--- src/rtl/axi4lite_pkg.sv ---
// Shared types for the AXI4-Lite slave bridge: response codes, FSM states and
// the read/write arbitration token.
package axi4lite_pkg;

  typedef enum logic [1:0] {
    OKAY   = 2'b00,
    EXOKAY = 2'b01,
    SLVERR = 2'b10,
    DECERR = 2'b11
  } axi_resp_e;

  typedef enum logic [2:0] {
    ST_IDLE,
    ST_WACC,
    ST_RACC,
    ST_WRESP,
    ST_RRESP
  } bridge_state_e;

  typedef enum logic {
    GRANT_READ  = 1'b0,
    GRANT_WRITE = 1'b1
  } grant_e;

  // Counter width able to hold 0 .. v-1, never narrower than one bit.
  function automatic int unsigned cnt_width(input int unsigned v);
    return (v > 2) ? $clog2(v) : 1;
  endfunction

endpackage

--- src/rtl/axi4lite_hold_reg.sv ---
// One-deep valid/ready hold register: captures a beat on handshake and keeps
// it until the consumer pops it. Ready is registered and tracks !full.
module axi4lite_hold_reg #(
  parameter int WIDTH = 32
) (
  input  logic             clk_i,
  input  logic             rst_i,
  input  logic             in_valid_i,
  output logic             in_ready_o,
  input  logic [WIDTH-1:0] in_data_i,
  output logic             full_o,
  output logic [WIDTH-1:0] data_o,
  input  logic             pop_i
);

  logic             full_q, full_d;
  logic             ready_q;
  logic [WIDTH-1:0] data_q;

  // Pop only happens while full and a handshake only while empty, so the two
  // branches never compete in the same cycle.
  always_comb begin
    full_d = full_q;
    if (pop_i) begin
      full_d = 1'b0;
    end else if (in_valid_i && ready_q) begin
      full_d = 1'b1;
    end
  end

  always_ff @(posedge clk_i) begin
    if (rst_i) begin
      full_q  <= 1'b0;
      ready_q <= 1'b0;
    end else begin
      full_q  <= full_d;
      ready_q <= !full_d;
    end
  end

  // NOTE: the payload register has no reset; full_q alone says whether it holds
  // anything meaningful, so resetting it would only add fan-out.
  always_ff @(posedge clk_i) begin
    if (in_valid_i && ready_q) begin
      data_q <= in_data_i;
    end
  end

  assign in_ready_o = ready_q;
  assign full_o     = full_q;
  assign data_o     = data_q;

endmodule

--- src/rtl/axi4lite_slave_bridge.sv ---
// AXI4-Lite slave to native register bus bridge with per-channel hold
// registers, fair read/write arbitration, address-window decode and timeout.
module axi4lite_slave_bridge
  import axi4lite_pkg::*;
#(
  parameter int                    ADDR_WIDTH     = 32,
  parameter int                    DATA_WIDTH     = 32,
  parameter logic [ADDR_WIDTH-1:0] BASE_ADDR      = '0,
  parameter int unsigned           ADDR_SPAN      = 4096,
  parameter int unsigned           TIMEOUT_CYCLES = 256
) (
  input  logic                    aclk,
  input  logic                    areset,
  input  logic [ADDR_WIDTH-1:0]   s_axi_awaddr,
  input  logic [2:0]              s_axi_awprot,
  input  logic                    s_axi_awvalid,
  output logic                    s_axi_awready,
  input  logic [DATA_WIDTH-1:0]   s_axi_wdata,
  input  logic [DATA_WIDTH/8-1:0] s_axi_wstrb,
  input  logic                    s_axi_wvalid,
  output logic                    s_axi_wready,
  output logic [1:0]              s_axi_bresp,
  output logic                    s_axi_bvalid,
  input  logic                    s_axi_bready,
  input  logic [ADDR_WIDTH-1:0]   s_axi_araddr,
  input  logic [2:0]              s_axi_arprot,
  input  logic                    s_axi_arvalid,
  output logic                    s_axi_arready,
  output logic [DATA_WIDTH-1:0]   s_axi_rdata,
  output logic [1:0]              s_axi_rresp,
  output logic                    s_axi_rvalid,
  input  logic                    s_axi_rready,
  output logic [ADDR_WIDTH-1:0]   reg_addr,
  output logic [DATA_WIDTH-1:0]   reg_wdata,
  output logic [DATA_WIDTH/8-1:0] reg_be,
  output logic                    reg_we,
  output logic                    reg_re,
  input  logic [DATA_WIDTH-1:0]   reg_rdata,
  input  logic                    reg_ready,
  input  logic                    reg_err
);

  localparam int STRB_W = DATA_WIDTH / 8;
  localparam int TMO_W  = int'(cnt_width(TIMEOUT_CYCLES));
  localparam logic [ADDR_WIDTH-1:0] WORD_MASK = ~ADDR_WIDTH'(STRB_W - 1);
  localparam logic [TMO_W-1:0]      TMO_LAST  = TMO_W'(TIMEOUT_CYCLES - 1);

  // Offset is taken modulo 2^ADDR_WIDTH, so addresses below the base wrap to a
  // large value and fall outside the window as well.
  function automatic logic in_window(input logic [ADDR_WIDTH-1:0] addr);
    logic [ADDR_WIDTH:0] offset;
    offset = {1'b0, addr - BASE_ADDR};
    return offset < (ADDR_WIDTH + 1)'(ADDR_SPAN);
  endfunction

  function automatic logic [ADDR_WIDTH-1:0] word_offset(input logic [ADDR_WIDTH-1:0] addr);
    return (addr - BASE_ADDR) & WORD_MASK;
  endfunction

  // ---------------------------------------------------------------- buffers
  logic                  aw_full, w_full, ar_full;
  logic                  aw_pop, w_pop, ar_pop;
  logic [ADDR_WIDTH-1:0] aw_addr, ar_addr;
  logic [DATA_WIDTH+STRB_W-1:0] w_payload;
  logic [DATA_WIDTH-1:0] w_data;
  logic [STRB_W-1:0]     w_strb;

  axi4lite_hold_reg #(.WIDTH(ADDR_WIDTH)) u_aw_hold (
    .clk_i      (aclk),
    .rst_i      (areset),
    .in_valid_i (s_axi_awvalid),
    .in_ready_o (s_axi_awready),
    .in_data_i  (s_axi_awaddr),
    .full_o     (aw_full),
    .data_o     (aw_addr),
    .pop_i      (aw_pop)
  );

  axi4lite_hold_reg #(.WIDTH(DATA_WIDTH + STRB_W)) u_w_hold (
    .clk_i      (aclk),
    .rst_i      (areset),
    .in_valid_i (s_axi_wvalid),
    .in_ready_o (s_axi_wready),
    .in_data_i  ({s_axi_wdata, s_axi_wstrb}),
    .full_o     (w_full),
    .data_o     (w_payload),
    .pop_i      (w_pop)
  );

  axi4lite_hold_reg #(.WIDTH(ADDR_WIDTH)) u_ar_hold (
    .clk_i      (aclk),
    .rst_i      (areset),
    .in_valid_i (s_axi_arvalid),
    .in_ready_o (s_axi_arready),
    .in_data_i  (s_axi_araddr),
    .full_o     (ar_full),
    .data_o     (ar_addr),
    .pop_i      (ar_pop)
  );

  assign w_data = w_payload[DATA_WIDTH+STRB_W-1:STRB_W];
  assign w_strb = w_payload[STRB_W-1:0];

  // Protection bits carry no meaning for the native bus.
  logic unused_prot;
  assign unused_prot = ^{s_axi_awprot, s_axi_arprot};

  // ---------------------------------------------------------------- arbiter
  bridge_state_e         state_q;
  grant_e                last_grant_q;
  logic                  grant_wr, grant_rd;
  logic                  wr_elig, rd_elig;

  always_comb begin
    wr_elig  = aw_full && w_full;
    rd_elig  = ar_full;
    grant_wr = 1'b0;
    grant_rd = 1'b0;
    if (state_q == ST_IDLE) begin
      if (wr_elig && rd_elig) begin
        grant_wr = (last_grant_q == GRANT_READ);
        grant_rd = (last_grant_q == GRANT_WRITE);
      end else begin
        grant_wr = wr_elig;
        grant_rd = rd_elig;
      end
    end
    aw_pop = grant_wr;
    w_pop  = grant_wr;
    ar_pop = grant_rd;
  end

  // ---------------------------------------------------------------- FSM
  logic                  reg_we_q, reg_re_q;
  logic [ADDR_WIDTH-1:0] reg_addr_q;
  logic [DATA_WIDTH-1:0] reg_wdata_q;
  logic [STRB_W-1:0]     reg_be_q;
  logic                  bvalid_q, rvalid_q;
  axi_resp_e             bresp_q, rresp_q;
  logic [DATA_WIDTH-1:0] rdata_q;
  logic [TMO_W-1:0]      tmo_cnt_q;
  logic                  tmo_hit;

  assign tmo_hit = (TIMEOUT_CYCLES != 0) && (tmo_cnt_q == TMO_LAST);

  always_ff @(posedge aclk) begin
    if (areset) begin
      state_q      <= ST_IDLE;
      last_grant_q <= GRANT_READ;
      reg_we_q     <= 1'b0;
      reg_re_q     <= 1'b0;
      reg_addr_q   <= '0;
      reg_wdata_q  <= '0;
      reg_be_q     <= '0;
      bvalid_q     <= 1'b0;
      bresp_q      <= OKAY;
      rvalid_q     <= 1'b0;
      rresp_q      <= OKAY;
      rdata_q      <= '0;
      tmo_cnt_q    <= '0;
    end else begin
      case (state_q)
        ST_IDLE: begin
          tmo_cnt_q <= '0;
          if (grant_wr) begin
            last_grant_q <= GRANT_WRITE;
            if (in_window(aw_addr)) begin
              state_q     <= ST_WACC;
              reg_we_q    <= 1'b1;
              reg_addr_q  <= word_offset(aw_addr);
              reg_wdata_q <= w_data;
              reg_be_q    <= w_strb;
            end else begin
              state_q  <= ST_WRESP;
              bvalid_q <= 1'b1;
              bresp_q  <= DECERR;
            end
          end else if (grant_rd) begin
            last_grant_q <= GRANT_READ;
            if (in_window(ar_addr)) begin
              state_q    <= ST_RACC;
              reg_re_q   <= 1'b1;
              reg_addr_q <= word_offset(ar_addr);
            end else begin
              state_q  <= ST_RRESP;
              rvalid_q <= 1'b1;
              rresp_q  <= DECERR;
              rdata_q  <= '0;
            end
          end
        end

        ST_WACC: begin
          if (reg_ready) begin
            reg_we_q <= 1'b0;
            bvalid_q <= 1'b1;
            bresp_q  <= reg_err ? SLVERR : OKAY;
            state_q  <= ST_WRESP;
          end else if (tmo_hit) begin
            reg_we_q <= 1'b0;
            bvalid_q <= 1'b1;
            bresp_q  <= SLVERR;
            state_q  <= ST_WRESP;
          end else begin
            tmo_cnt_q <= tmo_cnt_q + 1'b1;
          end
        end

        ST_RACC: begin
          if (reg_ready) begin
            reg_re_q <= 1'b0;
            rvalid_q <= 1'b1;
            rresp_q  <= reg_err ? SLVERR : OKAY;
            rdata_q  <= reg_rdata;
            state_q  <= ST_RRESP;
          end else if (tmo_hit) begin
            reg_re_q <= 1'b0;
            rvalid_q <= 1'b1;
            rresp_q  <= SLVERR;
            rdata_q  <= '0;
            state_q  <= ST_RRESP;
          end else begin
            tmo_cnt_q <= tmo_cnt_q + 1'b1;
          end
        end

        ST_WRESP: begin
          if (s_axi_bready) begin
            bvalid_q <= 1'b0;
            state_q  <= ST_IDLE;
          end
        end

        ST_RRESP: begin
          if (s_axi_rready) begin
            rvalid_q <= 1'b0;
            state_q  <= ST_IDLE;
          end
        end

        default: state_q <= ST_IDLE;
      endcase
    end
  end

  assign reg_we       = reg_we_q;
  assign reg_re       = reg_re_q;
  assign reg_addr     = reg_addr_q;
  assign reg_wdata    = reg_wdata_q;
  assign reg_be       = reg_be_q;
  assign s_axi_bvalid = bvalid_q;
  assign s_axi_bresp  = bresp_q;
  assign s_axi_rvalid = rvalid_q;
  assign s_axi_rresp  = rresp_q;
  assign s_axi_rdata  = rdata_q;

endmodule

--- config.mk ---
export PLATFORM = sky130hd
export DESIGN_NAME = axi4lite_slave_bridge
export DESIGN_NICKNAME = d
export VERILOG_FILES = /design/src/rtl/axi4lite_pkg.sv /design/src/rtl/axi4lite_hold_reg.sv /design/src/rtl/axi4lite_slave_bridge.sv
export SDC_FILE = /design/constraint.sdc
export NUM_CORES = 1
export LEC_CHECK = 0
export CORE_ASPECT_RATIO = 1.25
export CORE_MARGIN = 2
export CORE_UTILIZATION = 35
export DETAILED_ROUTE_END_ITERATION = 7
export PLACE_DENSITY_LB_ADDON = 0.2
export SLEW_MARGIN = 10
export SYNTH_ARGS = -nofsm -noshare
export SYNTH_HDL_FRONTEND = slang
export SYNTH_SLANG_ARGS = --single-unit
--- constraint.sdc ---
create_clock -name aclk -period 3.5 [get_ports aclk]
set_input_delay 0.35 -clock aclk [delete_from_list [all_inputs] [get_ports aclk]]
set_output_delay 0.35 -clock aclk [all_outputs]
set_load 0.02 [all_outputs]
# Word-level counts from Yosys, hierarchy flattened

Cells that the tools add are included.

$lt $le $gt $ge: 2
$mul: 0
Add/subtract/negate cells: 1
Divide/modulo/power cells: 0
Mux-type cells: 66
Bitwise logic cells: 1
Eq/ne operators: 20
Reduce and logical (&&, ||, !) cells: 28
Shift-type cells: 0

Operator list:

| kind                 | count |
|---|---|
| $mux 32              | 9 |
| $lt 32x13->1 const B | 2 |
| $pmux 32 s2          | 1 |
| $mux 1               | 28 |
| $mux 3               | 9 |
| $reduce_and 5->1     | 4 |
| $mux 2               | 9 |
| $ne 2x2->1 const B   | 9 |
| $mux 8               | 2 |
| $pmux 8 s2           | 1 |
| $pmux 3 s5           | 1 |
| $reduce_and 4->1     | 3 |
| $reduce_bool 2->1    | 5 |
| $ne 3x3->1 const B   | 3 |
| $add 8x1->8 const B  | 1 |
| $eq 8x8->1 const B   | 1 |
| $pmux 2 s2           | 2 |
| $eq 3x2->1 const B   | 2 |
| $ne 2x1->1 const B   | 3 |
| $pmux 1 s3           | 2 |
| $reduce_and 3->1     | 2 |
| $reduce_and 6->1     | 1 |
| $reduce_bool 3->1    | 2 |
| $logic_and 1x1->1    | 5 |
| 8 further kinds      | 11 |

ROM bits: 0
Bits in latches: 0
Bits of input ports: 147
Flip-flop bits (word level): 226
Memories: 0
RAM bits: 0
Output and inout port bits: 111

# Logic depth before layout (Yosys ltp)

Gate-level depths: netlist of run 1.

Depth after elaboration: 7
Gate-level depth with buffers: 9

# Modules after synthesis

From an unflattened synthesis of run 1, not the netlist that was laid out.

Cells, all modules: 551
Area, all modules: 7729.9 um^2

By module, submodules not included:

| module                             | instances | sequential area each (um^2) | area an instance (um^2) | cells an instance |
|---|---|---|---|---|
| axi4lite_slave_bridge              | 1         | 2362.3                      | 4513.1                  | 433 |
| axi4lite_hold_reg at u_ar_hold ... | 2         | 1001.0                      | 1032.2                  | 38 |
| axi4lite_hold_reg at u_w_hold      | 1         | 1121.1                      | 1152.4                  | 42 |

# Worst setup path after synthesis of run 1

OpenSTA, ideal clock, no wires.

Path type: register -> register
From: reg state_q[0]
To: reg reg_addr_q[10], in the netlist reg_addr[10]
Setup slack: 1392 ps
Data arrival time: 2028 ps
Cell stages (with the launch flop): 10
Cell sequence: dfxtp_1 buf_6 or3_1 buf_2 a211oi_4 and3_1 buf_4 buf_6 nor3_1 a211oi_2

Longest elaborated chain between the ends: 4

Ends and longest elaborated chain:

| element                                                                 | RTL line                                                   | source |
|---|---|---|
| start, declared                                                         | axi4lite_slave_bridge.sv:109                               | `bridge_state_e state_q;` |
| start signal, assigned                                                  | axi4lite_slave_bridge.sv:148                               | `state_q <= ST_IDLE;` |
| start signal, assigned                                                  | axi4lite_slave_bridge.sv:168                               | `state_q <= ST_WACC;` |
| start signal, assigned                                                  | axi4lite_slave_bridge.sv:174                               | `state_q <= ST_WRESP;` |
| $logic_not 3->1 (*)                                                     | axi4lite_slave_bridge.sv:119, axi4lite_slave_bridge.sv:162 |  |
| $mux 1                                                                  | axi4lite_slave_bridge.sv:119                               | `if (state_q == ST_IDLE) begin` |
| $ne 2x1->1 (no source line) / $reduce_bool 2->1 (equally long branches) | -                                                          |  |
| $reduce_and 4->1 (no source line)                                       | -                                                          |  |
| end signal, assigned                                                    | axi4lite_slave_bridge.sv:170                               | `reg_addr_q <= word_offset(aw_addr);` |
| end signal, assigned                                                    | axi4lite_slave_bridge.sv:183                               | `reg_addr_q <= word_offset(ar_addr);` |
| end, declared                                                           | axi4lite_slave_bridge.sv:135                               | `logic [ADDR_WIDTH-1:0] reg_addr_q;` |

Mark *: on every way between the ends. The rest lies on a longest branch, timed or not.
A chain may end at the register's enable or synchronous reset.

# Final worst setup path of run 1

From: reg state_q[2]
To: reg reg_addr_q[4], in the netlist reg_addr[4]

Same word-level chain as after synthesis.

==> impl_metrics.toml, run 1 <==
[clock_network]
cts_buffers = 22
clock_path_buffers = 3
clk_latency_ns = 0.49
numClockSinks = 220
cts-root-buf = "clkbuf_16"
path_clk_slew_ns = 0.06
cts_hold_buf = 0
h-tree-depth = 1
post-cts-setup-buffers = 0
cts_tree = "yes"
cts_resized = 0

[routing]
totalWireLength_um = 18500
drc = 0
ant_nets = 0
drtIter0Drc = 241
drt-wirelength-per-cell_um = 16.5
first_pass_iters = 4
routed_via_density = 4.77
num_vias = 5357

[global_routing]
grt_use_total_pct = 16.2
grt_overflow_total = 0
grt_max_degree = 66
grtUsageMet1_pct = 19.6
use_met2_pct = 28.7
grt_pass1_vias = 5427
antenna_found_initial = 1
grtUsageMet3_pct = 3.88
grt_pass1_wl_um = 29100
grt-busiest-layer = "met2"

[synthesis]
yosys.area.top_type_share_pct = 38.7
synth_area_leader_cell = "edfxtp_1"
ys_seq_elements = 220
synth.area.mux_share_pct = 1.80
synth-async-reset-ratio_pct = 0
synth_top_family_by_area = "simple AND/OR/NAND/NOR gates"
ys_top_cells_by_count = "124 x dfxtp_1, 96 x edfxtp_1, 84 x nand2_1, 49 x a21oi_1, 32 x a22o_1"
synth_cells = 589
ys.flop_type = "dfxtp_1"
synthAdderAreaFrac_pct = 0.168
ys_seq_area_share_pct = 72.0
avgSynthCellArea_um2 = 12.7
yosys.area_share.simple_pct = 12.4
synthTopCellsByArea = "edfxtp_1 39%, dfxtp_1 33%, nand2_1 4.2%"
synth_compound_area_share_pct = 10.6
synth-xor-area-share_pct = 0.588
yosysUniqueCellTypes = 40
yosysWarnings = 0
synth_most_common_cell = "dfxtp_1"
synth_edf_count = 96
netlist_area_um2 = 7450

[critical_path]
worst_path_most_repeated_cell = "buf_4"
crit_family = "compound AO/OA/AOI/OAI gates"
critPathBufInv = 2
start_kind = "register"
cpMaxStageDelayCell = "or3_1"
cp_max_fo = 38
slowest_delay_ns = 0.57
crit_chain = "or3_1 -> a211oi_4 -> buf_4 -> nand3_1 -> buf_4 -> o21ai_2 -> a211oi_1"
required_ns = 3.84
critPathKind = "reg2reg"
end_kind = "register"
arrival_ns = 2.97

[die]
die_y_um = 167
dieArea_um2 = 22500
initial_core_util_pct = 35.7
rows = 59
pin_count = 258
coreArea_um2 = 20900
die-width_um = 135

[place]
place_ws_ns = 0.839
gp_routability_congestion = 0.762
dp_hpwl_um = 12800
portBuffers = 245
dp_cells = 1084

[sta]
rsz0062_at_grt = "no"
whs_ns = 0.191
worstMarginPinSlew_ns = 0.943
clock.fmax_mhz = 379
setup_tns_ns = 0
skew_ns = 0.00845
fin_crit_sh_pct = 75.3
max_slew_margin_pct = 36.8
setup_slack_ns = 0.864
fin_crit_ns = 2.64
setup_viol = 0
finalHoldViolations = 0
maxSlewViolCount = 0

[flow_run]
maxCapViolCount = 0

[status]
outcome = "finished, final reports clean"

[finish]
fin_nets = 982
fin_cells = 1124
drive_above_1_share_pct = 7.88
area_growth_pct = 47.1
n_antenna_cell = 0

[power_and_ir_drop]
ir_worst_vdd_mv = 0.495
power.leakage_nw = 3.72
finalPower_mw = 6.14
p_per_area_nw_per_um2 = 560

[min_path]
hold_path_class = "in2reg"
[final timing paths]
| kind | depth (start not counted) | from | slack [ns] | end |
|---|---|---|---|---|
| worst min-delay path | 2 | areset | 0.19 | s_axi_bvalid$_SDFFE_PP0P_ |
| worst max register to register | 7 | state_q[2]$_SDFFE_PP0P_ | 0.86 | reg_addr[4]$_SDFFE_PP0P_ |
| worst max-delay path | 7 | state_q[2]$_SDFFE_PP0P_ | 0.86 | reg_addr[4]$_SDFFE_PP0P_ |
| worst min register to register | 2 | reg_be[2]$_SDFFE_PP0P_ | 0.45 | reg_be[2]$_SDFFE_PP0P_ |
[cell families after synthesis]
group,Yosys count
flops,220
simple gates,200
compound gates,112
buf+inv,37
mux,13
xor+xnor,5
fa+ha+maj,1
other cells,1
[registers in the layout, summed over array words and instances, names as in the netlist, 4 cells and up]
register          flops
reg_be                4
u_ar_hold.data_o     30
u_w_hold.data_o      36
tmo_cnt_q             8
u_aw_hold.data_o     30
reg_addr             30
s_axi_rdata          32
reg_wdata            32
[report_power, final]
group | leakage [nW] | internal (mW) | total [mW] | switching, mW
registers | 1.89 | 2.82 | 2.91 | 0.0841
logic | 1.43 | 0.357 | 0.731 | 0.374
clock network | 0.397 | 1.55 | 2.50 | 0.951
total | 3.72 | 4.73 | 6.14 | 1.41
[final cells by class]
class | instances | area (µm²)
clock inverter | 8 | 90.1
inverter | 3 | 11.3
sequential | 220 | 5370
timing repair buffer | 254 | 2510
fill | 1796 | 9930
clock buffer | 32 | 711
tap | 274 | 343
multi-input combinational | 333 | 1930
[per-stage QoR]
step,area (µm²),util [%]
finish,11000,52.5
global route,11000,52.5
CTS,11000,52.5
detailed placement,10200,48.6
global placement,10200,48.6
floorplan,7460,-
[cells in the final DEF (no fill, tap or decap), types with 3 or more instances in the layout]
master,synthesis,final
a211oi_1,12,12
a211oi_2,4,4
a21oi_1,49,48
a22o_1,32,32
and2_1,23,22
buf_4,6,9
clkbuf_16,0,24
clkbuf_8,0,8
clkdlybuf4s50_1,0,244
clkinv_2,0,3
dfxtp_1,124,124
edfxtp_1,96,96
inv_1,3,3
mux2_2,3,3
mux2i_1,10,10
nand2_1,84,84
nand2b_1,3,3
nand3_1,11,11
nor2_1,30,30
nor3_1,28,25
nor3_2,0,3
nor4_1,6,6
o21ai_0,3,3
or2_2,4,4
or4_1,4,4
xnor2_1,5,5
[per-layer routing]
layer	share of wire [%]	routed length (µm)
met5	0.043	8
met4	1.6	293
met3	6.9	1280
met2	51	9400
met1	41	7530
Note: power is estimated with default switching activity, not from simulation.
==> inputs of run 2 (changes only) <==
Clock period 3.5 ns to 2.55 ns, I/O delays scaled along.
==> run 2 against run 1 <==
Compared with the run above: highest routed layer is now met4; register-to-register slack got worse by 0.47 ns; core utilization fell by 0.23 points; final area fell by 0.45%; total power rose by 32%; clock power rose by 24%; critical endpoint is now reg_addr[29]$_SDFFE_PP0P_; worst setup slack got worse by 0.47 ns; largest power group unchanged.
==> impl_metrics.toml, run 2 (synthesis results as in run 1) <==
[status]
outcome = "finished, final reports clean"

[sta]
fin_crit_sh_pct = 84.5
maxSlewViolCount = 0
skew_ns = 0.00539
max_slew_margin_pct = 39.7
worstMarginPinSlew_ns = 0.900
finalHoldViolations = 0
fin_crit_ns = 2.15
whs_ns = 0.169
rsz0062_at_grt = "no"
setup_viol = 0
setup_tns_ns = 0
clock.fmax_mhz = 464

[min_path]
hold_path_class = "in2reg"

[routing]
totalWireLength_um = 18400
routed_via_density = 4.75
drt-wirelength-per-cell_um = 16.2
drc = 0
drtIter0Drc = 251
num_vias = 5386
first_pass_iters = 5
ant_nets = 0

[finish]
largest_register_ff_count = 36
area_growth_pct = 46.5
fin_nets = 990
final_common_cell = "clkdlybuf4s50_1"
final_cell_mix = "244 x clkdlybuf4s50_1, 124 x dfxtp_1, 96 x edfxtp_1"
drive_above_1_share_pct = 8.04
fillers = 1795
fin_area_um2 = 10900

[global_routing]
grt_pass1_vias = 5446
grt_max_degree = 56
antenna_found_initial = 1
grt_overflow_total = 0
grt_use_total_pct = 15.9
grt_pass1_wl_um = 28600

[flow_run]
maxCapViolCount = 0

[critical_path]
arrival_ns = 2.59
critPathKind = "reg2reg"
cp_max_fo = 20
end_kind = "register"
start_kind = "register"
r2r_slack_ns = 0.40
required_ns = 2.99

[power_and_ir_drop]
p_per_area_nw_per_um2 = 743
ir_worst_vdd_mv = 0.480
finalPower_mw = 8.11
power.leakage_nw = 3.71

[clock_network]
h-tree-depth = 1
post-cts-setup-buffers = 0
cts_buffers = 23
numClockSinks = 220
cts-root-buf = "clkbuf_16"
cts_hold_buf = 0
cts_resized = 0
clock_path_buffers = 3
cts_tree = "yes"
path_clk_slew_ns = 0.06
clk_latency_ns = 0.50

[die]
dieArea_um2 = 22500
coreArea_um2 = 20900
die_y_um = 167
die-width_um = 135
pin_count = 258
initial_core_util_pct = 35.7
rows = 59

[place]
post_dp_cell_area_um2 = 10200
dp_hpwl_um = 12900
gp_routability_congestion = 0.761
portBuffers = 245
-- run 2: changes by cell type in the layout (fill, tap and decap cells not counted) --
cell	previous run	this run
buf_4	9	16
bufinv_16	2	0
clkbuf_1	0	6
clkbuf_16	24	23
clkbuf_8	8	4
clkinv_2	3	4
clkinv_4	0	1
diode_2	0	1
-- run 2: worst paths after layout --
path	from	to	cells after the start
max	state_q[0]$_SDFFE_PP0P_	reg_addr[29]$_SDFFE_PP0P_	5
min	areset	tmo_cnt_q[0]$_SDFFE_PP0P_	2
max reg2reg	state_q[0]$_SDFFE_PP0P_	reg_addr[29]$_SDFFE_PP0P_	5
min reg2reg	reg_wdata[13]$_SDFFE_PP0P_	reg_wdata[13]$_SDFFE_PP0P_	2
-- run 2: final cells by class --
| class | count | area (µm²) | share of cell area, % |
|---|---|---|---|
| Antenna cell | 1 | 2.50 | 0.0229 |
| Clock buffer | 33 | 653 | 5.98 |
| Clock inverter | 8 | 43.8 | 0.401 |
| Inverter | 3 | 11.3 | 0.103 |
| Multi-Input combinational cell | 333 | 1930 | 17.7 |
| Sequential cell | 220 | 5370 | 49.2 |
| Tap cell | 274 | 343 | 3.14 |
| Timing Repair Buffer | 261 | 2570 | 23.5 |
-- run 2: per-layer routing --
metal	GRT usage (%)	vias to the layer above	part of all wire (%)
met5	0	-	0
met1	19.3	2553	41
li1	-	2613	-
met2	28.0	190	51
met3	3.21	30	6.3
met4	5.26	0	2.4
-- run 2: through the flow --
stage	worst slack (ns)	std cells	utilization, %
after floorplan	0.442	590	-
after global placement	0.442	1091	48.9
after detailed placement	0.312	1091	48.9
after CTS	0.300	1132	52.2
after global routing	0.138	1133	52.2
final	0.397	1133	52.2
-- run 2: report_power, final --
group          internal [mW]  switching [mW]
sequential              3.88          0.0829
combinational          0.516           0.547
clock                   1.78            1.31
-- run 2: critical path: stages (launching register included) --
cell	delay [ns]
dfxtp_1	0.50
or3_1	0.32
a211oi_4	0.08
and3_2	0.22
nor3_2	0.72
and2_1	0.23
==> inputs of run 3 (changes only) <==
Clock period 2.55 ns to 1.9 ns, I/O delays scaled along.
==> run 3 against run 2 <==
Compared with the run above: critical path depth grew 2; final cell count grew 2.2%; via count up 3.6%; the run now ends with setup timing left; sequential cell count stayed put; sequential power is 34% higher; wire length is 7.7% higher; first-iteration DRC count down 18%; core utilization grew 3.3 points; hold slack improved by 0.0059 ns.
==> impl_metrics.toml, run 3 (synthesis results as in run 1) <==
[clock_network]
cts_tree = "yes"
clock_path_buffers = 3
cts-root-buf = "clkbuf_16"
clk_latency_ns = 0.50
numClockSinks = 220
cts_buffers = 23
path_clk_slew_ns = 0.06
h-tree-depth = 1

[place]
gp_routability_congestion = 0.788
portBuffers = 245
dp_hpwl_um = 13200

[global_routing]
grt_pass1_wl_um = 29400
grt_overflow_total = 0
grt_max_degree = 38
grt_pass1_vias = 5689
grt_use_total_pct = 16.4
antenna_found_initial = 0

[power_and_ir_drop]
power_frac_seq_pct = 48.4
p_switching_mw = 2.65
power.internal_mw = 8.34
switching_share_pct = 24.1
p_per_area_nw_per_um2 = 948
power.leakage_nw = 4.01
finalPower_mw = 11.0
p_clk_share_pct = 36.9
combPwrFrac_pct = 14.7
ir_worst_vdd_mv = 0.587

[finish]
final_cell_mix = "244 x clkdlybuf4s50_1, 124 x dfxtp_1, 96 x edfxtp_1"
fin_nets = 1017
final_common_cell = "clkdlybuf4s50_1"
multiInputGateArea_um2 = 2240
n_antenna_cell = 0
drive_above_1_share_pct = 17.9
fillers = 1731
largest_register_ff_count = 36
area_growth_pct = 55.6
regArea_um2 = 5370

[routing]
routed_via_density = 4.82
drt-wirelength-per-cell_um = 17.1
num_vias = 5578
drc = 0
drtIter0Drc = 207
first_pass_iters = 4
ant_nets = 0
totalWireLength_um = 19800

[critical_path]
r2r_slack_ns = -0.09
r2r_end = "reg_addr[17]$_SDFFE_PP0P_"
crit_family = "simple AND/OR/NAND/NOR gates"
path_depth = 7
cp_max_fo = 6
critPathKind = "reg2reg"
critPathBufInv = 2
ff2ff_path_depth = 7
required_ns = 2.30
slowest_delay_ns = 0.55
end_kind = "register"
crit_chain = "or4_4 -> nor2_4 -> buf_6 -> and3_4 -> nor3_4 -> buf_16 -> and2_4"
start_kind = "register"
cpMaxStageDelayCell = "or4_4"
regToRegStartpoint = "u_aw_hold.data_o[29]$_DFFE_PP_"
arrival_ns = 2.39

[die]
die-width_um = 135
die_y_um = 167
initial_core_util_pct = 35.7
coreArea_um2 = 20900
dieArea_um2 = 22500
rows = 59
pin_count = 258

[status]
violations = "setup timing"
outcome = "finished, violations left"

[min_path]
hp-start = "areset"
hold_end = "tmo_cnt_q[0]$_SDFFE_PP0P_"
hold_path_class = "in2reg"
whs_path_depth = 2

[sta]
max_slew_margin_pct = 60.5
skew_ns = 0.0153
worstMarginPinSlew_ns = 0.593
fin_crit_sh_pct = 105
clock.fmax_mhz = 503
setup_slack_ns = -0.0887
setup_viol = 48
setup_tns_ns = -2.56
maxSlewViolCount = 0
fin_crit_ns = 1.99
finalHoldViolations = 0
rsz0062_at_grt = "yes"

[flow_run]
maxCapViolCount = 0
-- run 3: cell types whose count changed in the layout (fill, tap and decap cells not counted), sizes merged --
| cell | previous run | this run |
|---|---|---|
| clkinv | 7 | 4 |
| buf | 17 | 40 |
| o21ai | 4 | 5 |
| diode | 1 | 0 |
| clkinvlp | 1 | 3 |
| clkbuf | 33 | 36 |
-- run 3: final cells by class --
| cell class | count | share of cell area (%) |
|---|---|---|
| flip-flops and latches | 220 | 46.3 |
| repair buffers | 287 | 25.5 |
| multi-input cells | 334 | 19.3 |
| clock buffers | 33 | 5.54 |
| well taps | 274 | 2.96 |
| clock inverters | 7 | 0.280 |
| inverters | 3 | 0.0971 |
-- run 3: per-layer routing --
metal  wire (µm)  vias to the layer above  share of wire (%)  global-route usage, %
met5           0                        -                  0                      0
met4         541                        0                2.7                   5.58
met3        1050                       37                5.3                   3.39
met2       10400                      178                 52                   29.7
met1        7860                     2689                 40                   19.0
li1            -                     2674                  -                      -
-- run 3: through the flow --
step	worst slack (ns)	hold slack (ns)	cell area [µm²]	instances	util, %
global placement	-0.0917	0.442	10400	1104	49.9
global route	-0.138	0.184	11600	1158	55.5
CTS	-0.0340	0.144	11300	1149	53.9
detailed placement	-0.124	0.444	10400	1104	49.9
finish	-0.0887	0.175	11600	1158	55.5
floorplan	-0.105	0.289	7520	590	-
-- run 3: worst max path at each step --
stage / start / endpoint / slack (ns)
floorplan: state_q[1]$_SDFFE_PP0P_ / reg_addr[10]$_SDFFE_PP0P_ / -0.11
global placement: u_ar_hold.data_o[28]$_DFFE_PP_ / reg_addr[7]$_SDFFE_PP0P_ / -0.09
detailed placement: u_ar_hold.data_o[26]$_DFFE_PP_ / reg_addr[7]$_SDFFE_PP0P_ / -0.12
CTS: u_ar_hold.data_o[23]$_DFFE_PP_ / reg_addr[21]$_SDFFE_PP0P_ / -0.03
global route: u_ar_hold.data_o[23]$_DFFE_PP_ / reg_addr[3]$_SDFFE_PP0P_ / -0.14
finish: u_aw_hold.data_o[29]$_DFFE_PP_ / reg_addr[17]$_SDFFE_PP0P_ / -0.09
-- run 3: repair_timing --
action                     4_1_cts  5_1_grt
gates resized for setup         28       63
cloned                           2        6
setup buffers                    3        4
hold buffers                     0        0
setup endpoints to repair       52      104
pin swaps                       10       18
hold endpoints to repair         0        0
-- run 3: power groups by stage --
stage | Clock, mW | Combinational [mW] | Sequential, mW
after global routing | 4.36 | 1.71 | 5.34
after floorplan | 0 | 0.625 | 5.54
after detailed placement | 0 | 1.51 | 5.41
final | 4.06 | 1.61 | 5.32
after global placement | 0 | 1.47 | 5.40
after CTS | 4.18 | 1.54 | 5.31
